<file path="src/rtl/regfile_scoreboard_if.sv">
// Issue and writeback bus between the decode/writeback stages and the register-file scoreboard.
interface regfile_scoreboard_if #(
   parameter int unsigned AW = 5
);
   logic          issue_valid;
   logic          issue_ready;
   logic [AW-1:0] src1_addr;
   logic          src1_en;
   logic [AW-1:0] src2_addr;
   logic          src2_en;
   logic [AW-1:0] dst_addr;
   logic          dst_en;
   logic          wb_valid;
   logic [AW-1:0] wb_addr;

   modport master (
      output issue_valid, src1_addr, src1_en, src2_addr, src2_en, dst_addr, dst_en,
      output wb_valid, wb_addr,
      input  issue_ready
   );

   modport slave (
      input  issue_valid, src1_addr, src1_en, src2_addr, src2_en, dst_addr, dst_en,
      input  wb_valid, wb_addr,
      output issue_ready
   );
endinterface

</file>
<file path="src/rtl/regfile_scoreboard.sv">
// Issue-stage RAW/saturation hazard controller tracking outstanding writes per register.
// Optional macro SB_WB_BYPASS_EN: a same-cycle writeback is credited before the hazard check.
module regfile_scoreboard #(
   parameter int unsigned NREG    = 32,
   parameter int unsigned AW      = 5,
   parameter int unsigned CNT_W   = 2,
   parameter int unsigned STALL_W = 16
) (
   input  logic                   clk,
   input  logic                   rst,
   regfile_scoreboard_if.slave    sb,
   input  logic                   flush,
   output logic                   busy,
   output logic                   wb_err,
   output logic [STALL_W-1:0]     stall_cnt
);
   localparam logic [CNT_W-1:0]   CNT_MAX   = '1;
   localparam logic [STALL_W-1:0] STALL_MAX = '1;

   logic [CNT_W-1:0]   pend_q     [NREG];
   logic [CNT_W-1:0]   pend_d     [NREG];
   logic [CNT_W-1:0]   pend_eff_c [NREG];
   logic               wb_err_q, wb_err_d;
   logic [STALL_W-1:0] stall_q, stall_d;
   logic               raw1_c, raw2_c, sat_c, ready_c, fire_c;

   // Counts seen by the hazard check, optionally crediting this cycle's writeback.
   always_comb begin
      for (int r = 0; r < NREG; r++) begin
         pend_eff_c[r] = pend_q[r];
`ifdef SB_WB_BYPASS_EN
         if (sb.wb_valid && (sb.wb_addr == AW'(r)) && (pend_q[r] != '0))
            pend_eff_c[r] = pend_q[r] - CNT_W'(1);
`endif
      end
   end

   always_comb begin
      raw1_c  = sb.src1_en && (sb.src1_addr != '0) && (pend_eff_c[sb.src1_addr] != '0);
      raw2_c  = sb.src2_en && (sb.src2_addr != '0) && (pend_eff_c[sb.src2_addr] != '0);
      sat_c   = sb.dst_en  && (sb.dst_addr  != '0) && (pend_eff_c[sb.dst_addr] == CNT_MAX);
      ready_c = !flush && !raw1_c && !raw2_c && !sat_c;
      fire_c  = sb.issue_valid && ready_c;
   end

   assign sb.issue_ready = ready_c;

   always_comb begin
      busy = 1'b0;
      for (int r = 0; r < NREG; r++)
         busy = busy | (pend_q[r] != '0);
   end

   // Next state: issue increments, writeback decrements, flush clears everything.
   always_comb begin
      logic inc;
      logic dec;
      wb_err_d = wb_err_q;
      stall_d  = stall_q;
      inc      = 1'b0;
      dec      = 1'b0;
      for (int r = 0; r < NREG; r++)
         pend_d[r] = pend_q[r];
      pend_d[0] = '0;

      if (flush) begin
         for (int r = 0; r < NREG; r++)
            pend_d[r] = '0;
      end else begin
         for (int r = 1; r < NREG; r++) begin
            inc = fire_c && sb.dst_en && (sb.dst_addr == AW'(r));
            dec = sb.wb_valid && (sb.wb_addr == AW'(r)) && (pend_q[r] != '0);
            if (inc && !dec)
               pend_d[r] = pend_q[r] + CNT_W'(1);
            else if (dec && !inc)
               pend_d[r] = pend_q[r] - CNT_W'(1);
         end
         if (sb.wb_valid && (sb.wb_addr != '0) && (pend_q[sb.wb_addr] == '0))
            wb_err_d = 1'b1;
      end

      if (sb.issue_valid && !ready_c && (stall_q != STALL_MAX))
         stall_d = stall_q + STALL_W'(1);
   end

   always_ff @(posedge clk or negedge rst) begin
      if (!rst) begin
         for (int r = 0; r < NREG; r++)
            pend_q[r] <= '0;
         wb_err_q <= 1'b0;
         stall_q  <= '0;
      end else begin
         for (int r = 0; r < NREG; r++)
            pend_q[r] <= pend_d[r];
         wb_err_q <= wb_err_d;
         stall_q  <= stall_d;
      end
   end

   assign wb_err    = wb_err_q;
   assign stall_cnt = stall_q;
endmodule

</file>
<file path="src/flat_wrapper.sv">
// flat-port wrapper written by rule: the top's interface ports become plain ports
module regfile_scoreboard_flat 
#(
   parameter int unsigned NREG    = 32,
   parameter int unsigned AW      = 5,
   parameter int unsigned CNT_W   = 2,
   parameter int unsigned STALL_W = 16
)
  (clk, rst, flush, busy, wb_err, stall_cnt, sb_issue_valid, sb_src1_addr, sb_src1_en, sb_src2_addr, sb_src2_en, sb_dst_addr, sb_dst_en, sb_wb_valid, sb_wb_addr, sb_issue_ready);
  regfile_scoreboard_if #(.AW(AW)) sb_i ();
  input  logic clk;
  input  logic rst;
  input  logic flush;
  output logic busy;
  output logic wb_err;
  output logic [STALL_W-1:0] stall_cnt;
  input wire logic [$bits(sb_i.issue_valid)-1:0] sb_issue_valid;
  input wire logic [$bits(sb_i.src1_addr)-1:0] sb_src1_addr;
  input wire logic [$bits(sb_i.src1_en)-1:0] sb_src1_en;
  input wire logic [$bits(sb_i.src2_addr)-1:0] sb_src2_addr;
  input wire logic [$bits(sb_i.src2_en)-1:0] sb_src2_en;
  input wire logic [$bits(sb_i.dst_addr)-1:0] sb_dst_addr;
  input wire logic [$bits(sb_i.dst_en)-1:0] sb_dst_en;
  input wire logic [$bits(sb_i.wb_valid)-1:0] sb_wb_valid;
  input wire logic [$bits(sb_i.wb_addr)-1:0] sb_wb_addr;
  output wire logic [$bits(sb_i.issue_ready)-1:0] sb_issue_ready;
  assign sb_i.issue_valid = sb_issue_valid;
  assign sb_i.src1_addr = sb_src1_addr;
  assign sb_i.src1_en = sb_src1_en;
  assign sb_i.src2_addr = sb_src2_addr;
  assign sb_i.src2_en = sb_src2_en;
  assign sb_i.dst_addr = sb_dst_addr;
  assign sb_i.dst_en = sb_dst_en;
  assign sb_i.wb_valid = sb_wb_valid;
  assign sb_i.wb_addr = sb_wb_addr;
  assign sb_issue_ready = sb_i.issue_ready;
  regfile_scoreboard #(.NREG(NREG), .AW(AW), .CNT_W(CNT_W), .STALL_W(STALL_W)) u_core (.clk(clk), .rst(rst), .sb(sb_i), .flush(flush), .busy(busy), .wb_err(wb_err), .stall_cnt(stall_cnt));
endmodule
</file>
<file path="config.mk">
export PLATFORM = sky130hd
export DESIGN_NAME = regfile_scoreboard_flat
export DESIGN_NICKNAME = d
export VERILOG_FILES = /design/src/rtl/regfile_scoreboard_if.sv /design/src/rtl/regfile_scoreboard.sv /design/src/flat_wrapper.sv
export SDC_FILE = /design/constraint.sdc
export NUM_CORES = 1
export LEC_CHECK = 0
export ABC_CLOCK_PERIOD_IN_PS = 6500
export BUFFER_PORTS_ARGS = -buffer_cell sky130_fd_sc_hd__buf_2
export CORE_MARGIN = 2
export CORE_UTILIZATION = 60
export DETAILED_ROUTE_END_ITERATION = 6
export GPL_TIMING_DRIVEN = 0
export PLACE_DENSITY = 0.79
export SLEW_MARGIN = 0
export SYNTH_ARGS = -nofsm -noshare
export SYNTH_HDL_FRONTEND = slang
export SYNTH_SLANG_ARGS = --single-unit
</file>
<file path="constraint.sdc">
create_clock -name clk -period 6.5 [get_ports clk]
set_input_delay 1.3 -clock clk [delete_from_list [all_inputs] [get_ports clk]]
set_output_delay 1.3 -clock clk [all_outputs]
set_load 0.005 [all_outputs]
</file>
======== Word level (Yosys, flattened, before mapping) ========
Index checks and enable logic that the tools add are counted.
storage, ports and cells
  register bits after elaboration ......... 79
  bits of input ports ..................... 28
  output and inout bits ................... 19
  logic and storage cells ................. 581
operators by class
  $add $sub $neg .......................... 63
  $lt $le $gt $ge ......................... 4
  equality and inequality tests ........... 64
  muxes and demuxes ....................... 75
  bitwise logic cells ..................... 35
  reductions and logical operators ........ 307
operator list
  operator                                             count
  logical AND 1 bit                                    170
  equality test 5 bit, second input constant           32
  two-way mux 2 bit                                    70
  nonzero test 3 bit                                   31
  equality test 5 x 4 -> 1 bit, second input constant  16
  zero test 1 bit                                      67
  nonzero test 2 bit                                   33
  adder 2 x 1 -> 2 bit, second input constant          31
  two-way mux 62 bit                                   1
  subtractor 2 x 1 -> 2 bit, second input constant     31
  binary-select mux 2 bit (select 5 bit)               4
  equality test 5 x 3 -> 1 bit, second input constant  8
  OR 1 bit                                             30
  >= comparator 6 bit, second input constant           4
  NOT 5 -> 6 bit                                       4
  equality test 5 x 2 -> 1 bit, second input constant  4
  nonzero test 5 bit                                   4
  adder 16 x 1 -> 16 bit, second input constant        1
  != test 16 bit, second input constant                1
  equality test 5 x 1 -> 1 bit, second input constant  2
  equality test 2 bit, second input constant           1
  zero test 2 bit                                      1
  AND reduction 2 bit                                  1
  NOT 1 bit                                            1

======== Longest topological paths before layout ========
  depth after elaboration ................. 31
  mapped depth ............................ 12

======== Worst setup path after synthesis ========
OpenSTA, ideal clock, no wires.
  kind .................................... input to output
  from .................................... input port sb_src2_addr[1]
  to ...................................... output port sb_issue_ready
  arrival ................................. 2.795 ns
  path slack .............................. 2.405 ns
  stages on the path ...................... 7
  buffers on the path ..................... 1
  path through ............................ inv_1 > mux4_1 > nor3b_1 > or4_1 > and3_1 > buf_6 > nor3_1
between the ends
  cells in the longest elaborated chain, start to end .. 9
ends and longest elaborated chain
  what                                                  RTL line                  text
  start, declared                                       flat_wrapper.sv:20        input wire logic [$bits(sb_i.src2_addr)-1:0] sb_src2_addr;
  NOT 5 -> 6 bit (not written as such)                  regfile_scoreboard.sv:40  raw2_c = sb.src2_en && (sb.src2_addr != '0) && (pend_eff_c[sb.src2_addr] != '0);
  binary-select mux 2 bit (select 5 bit)                regfile_scoreboard.sv:40
  two-way mux 2 bit (not written as such) (2 in a row)  regfile_scoreboard.sv:40
  nonzero test 2 bit                                    regfile_scoreboard.sv:40
  logical AND 1 bit (*)                                 regfile_scoreboard.sv:40
  zero test 1 bit (*)                                   regfile_scoreboard.sv:42  ready_c = !flush && !raw1_c && !raw2_c && !sat_c;
  logical AND 1 bit (*) (2 in a row)                    regfile_scoreboard.sv:42
  end, declared                                         flat_wrapper.sv:26        output wire logic [$bits(sb_i.issue_ready)-1:0] sb_issue_ready;
Mark *: on every way between the ends. The rest lies on a longest branch, timed or not. The select of a mux whose other input is x is not followed.

======== Worst setup path after layout ========
  from .................................... input port sb_src2_addr[0]
  to ...................................... output port sb_issue_ready
The elaborated chain is that of the path after synthesis.

==> flow_summary_export.csv <==
group,metric,value,unit
outcome,status,"finished, final reports clean",
sta,max_freq,201.2,MHz
sta,setup_viol,0,
logic_synthesis,syn-num-nets,815,
logic_synthesis,synth-seq-cells,79,
worst_setup_path,critPathMostFrequentCell,"buf_2",
logic_synthesis,synth_most_common_cell,"nand2_1",
sta,finalClockSkew,0.01552,ns
logic_synthesis,ys_async_sr_fraction,1.000,
global_routing,grt_max_degree,58,
cts,postCtsSetupRepairBufs,0,
route,viasPerCell,7.240,
power_and_ir_drop,p_switching,0.3994,mW
cells_and_area,antenna_cells,0,
sta,rsz0062_at_grt,"false",
logic_synthesis,postSynthAreaPerCell,8.228,um^2
route,drt_pass1_iterations,5,
job,maxCapViolCount,0,
floorplanning,num_rows,37,
logic_synthesis,synth_edf_count,0,
cts,clock_latency,0.39,ns
cts,cts_htree_levels,3,
logic_synthesis,synth_area,0.006467,mm^2
worst_setup_path,worstPathArrival,3.67,ns
worst_setup_path,worstSetupEndpointType,"output pin",
sta,maxSlewViolCount,0,
cts,cts-root-buf,"clkbuf_8",
placed_design,port_buffers,39,
route,route.detailed.drc,0,
sta,hold_viol,0,
worst_setup_path,cpMaxStageDelayCell,"nor3_1",
worst_setup_path,cp_cell_sequence,"buf_2 > buf_2 > buf_2 > nor3_1 > a211oi_1 > nor4_1 > a22oi_1 > and3_1 > buf_6 > nor3_1 > buf_2",
floorplanning,placeableCoreArea,0.01042,mm^2
global_routing,antenna_found_initial,0,
power_and_ir_drop,powerDensity,165.8,mW/mm^2
logic_synthesis,ys_seq_area_frac,0.3057,
cts,cts_buffers,9,
floorplanning,start_util,0.6209,
power_and_ir_drop,power.leakage,2.740,nW
cts,ctsResizeCount,0,
route,wire_per_inst,24.34,um
logic_synthesis,synthesis.instances,786,
worst_setup_path,worstReg2RegStart,"u_core.pend_eff_c[44]",
sta,min_period,4.971,ns
cts,cts_hold_buf,0,
logic_synthesis,synth_top_cells_by_count,"82 x nand2_1, 79 x dfrtp_1, 69 x nor2_1",
hold_path,holdCritPathClass,"flop to flop",
cells_and_area,postLayoutCoreUtil,0.6786,
cells_and_area,nFillCells,891,
worst_setup_path,worstSetupStartpointType,"input port",
power_and_ir_drop,p_clk_frac,0.341,
floorplanning,fp.dieW,107.8,um
floorplanning,die-area,0.01163,mm^2
worst_setup_path,max_stage_delay,0.41,ns
logic_synthesis,synth.top_cell.area_share,0.3057,
cells_and_area,drive_gt1_frac,0.1342,
logic_synthesis,yosysWarnings,0,
logic_synthesis,ys_types,65,
worst_setup_path,crit_start,"sb_src2_addr[0]",
global_routing,gr-usage-all-layers,0.4227,
global_routing,grt_overflow,0,
power_and_ir_drop,power_frac_seq,0.459,
logic_synthesis,synth_top_area_cell,"dfrtp_1",
worst_setup_path,worstPathMaxFanout,10,
sta,finalSetupTns,0,ns
worst_setup_path,critical_path_class,"input port to output pin",
sta,timing.final.crit_share,0.7648,
route,routed_wl,23.81,mm
logic_synthesis,synth_ff_type,"dfrtp_1",
logic_synthesis,synth_area_leaders,"dfrtp_1 31%, mux4_2 6.3%, nand2_1 4.8%",
floorplanning,io_pins,47,
sta,worstMarginPinSlew,1.081,ns
worst_setup_path,cp.required,5.20,ns
cells_and_area,synthToLayoutAreaGrowth,9.286,%
placed_design,gp_congestion,1.060,
power_and_ir_drop,swShare,0.3409,
route,via_count,7081,
placed_design,hpwl,17.81,mm
power_and_ir_drop,peakVddDrop,136.7,uV
cts,cts_buffer_depth,2,
floorplanning,die_h,107.8,um
cts,cts_tree,"done",
cts,cts.sinks,79,
power_and_ir_drop,power.internal,0.7723,mW
route,drt-initial-drc-count,903,
hold_path,hp-start,"u_core.wb_err",
global_routing,grt_pass1_vias,6763,
route,drtAntennaViolNets,0,
power_and_ir_drop,comb_power_share,0.200,
global_routing,grt_pass1_wl,36.71,mm
cts,clk_pin_slew,0.10,ns
sta,slew_headroom,0.2739,
cells_and_area,nNetsFinal,866,
-- worst max-delay path: cells and delay by family --
family,cells,cell delay [ns]
buffers and inverters,5,0.87
AOI/OAI and AO/OA,2,0.27
and+or+nand+nor,4,1.22
-- state kept, by name, indices dropped and copies added (netlist names) --
signal	cells
u_core.wb_err	1
u_core.pend_eff_c	62
u_core.stall_cnt	16
-- metrics by stage --
stage	cells	hold WS (ns)	setup WS (ns)	power, mW	instance area [um^2]
final	978	0.4955	1.529	1.172	7068
after global routing	978	0.5019	1.460	1.212	7068
after CTS	978	0.4923	1.648	1.166	7068
after detailed placement	962	0.4707	1.661	0.7760	6863
after global placement	961	0.4475	1.587	0.7620	6833
after floorplan	786	0.4663	2.405	0.6763	6467
-- final timing paths --
path,endpoint,depth (start not counted),slack [ns]
min in group asynchronous,u_core.wb_err,1,0.82
hold / removal,u_core.wb_err,1,0.50
setup / recovery,sb_issue_ready,11,1.53
max in group asynchronous,u_core.pend_eff_c[58],2,5.05
hold reg to reg,u_core.wb_err,1,0.50
setup reg to reg,u_core.pend_eff_c[2],10,3.05
-- area by class of cell --
class	instances	area (um^2)	area share
clock buffers	9	123.9	0.01753
plain buffers	51	246.5	0.03487
multi-input cells	646	4207	0.5951
repair buffers	40	225.2	0.03186
flip-flops and latches	79	1977	0.2797
inverters	10	37.54	0.005311
well taps	136	170.2	0.02408
clock inverters	7	81.33	0.01151
-- cell usage in the layout, fill, tap and decap left out, drive strengths merged, types with 14 or more instances in the layout --
| cell | count |
|---|---|
| a21oi | 57 |
| buf | 64 |
| clkbuf | 36 |
| dfrtp | 79 |
| mux4 | 21 |
| nand2 | 82 |
| nand2b | 18 |
| nand3 | 41 |
| nand4 | 26 |
| nor2 | 69 |
| nor2b | 14 |
| nor3 | 50 |
| nor3b | 34 |
| nor4 | 23 |
| o211ai | 17 |
| o21ai | 32 |
| xor2 | 18 |
-- power groups by stage --
stage	combinational, mW	sequential [mW]	clock [mW]
2_1_floorplan	0.132	0.544	0
3_3_place_gp	0.220	0.542	0
3_5_place_dp	0.229	0.547	0
4_1_cts	0.230	0.537	0.399
5_1_grt	0.253	0.541	0.418
6_report	0.235	0.537	0.400
-- per-layer routing --
layer | share of wire | global-route usage | vias to the layer above
met2 | 0.44 | 0.6447 | 571
li1 | - | - | 3066
met3 | 0.13 | 0.09201 | 143
met4 | 0.064 | 0.2353 | 0
met1 | 0.36 | 0.5576 | 3301
met5 | 0 | 0 | -
-- kinds of logic (layout without fill, tap and decap cells) --
kind of cell / count (synthesis) / in the layout / synth area share
XOR/XNOR: 23 / 23 / 0.03115
buffers and inverters: 61 / 117 / 0.04391
AND/OR/NAND/NOR: 405 / 405 / 0.3299
multiplexers: 36 / 36 / 0.09983
flip-flops: 79 / 79 / 0.3057
adder cells (fa/ha/maj): 1 / 1 / 0.001934
AO/OA/AOI/OAI: 181 / 181 / 0.1877
Note: power is estimated with default switching activity, not from simulation.
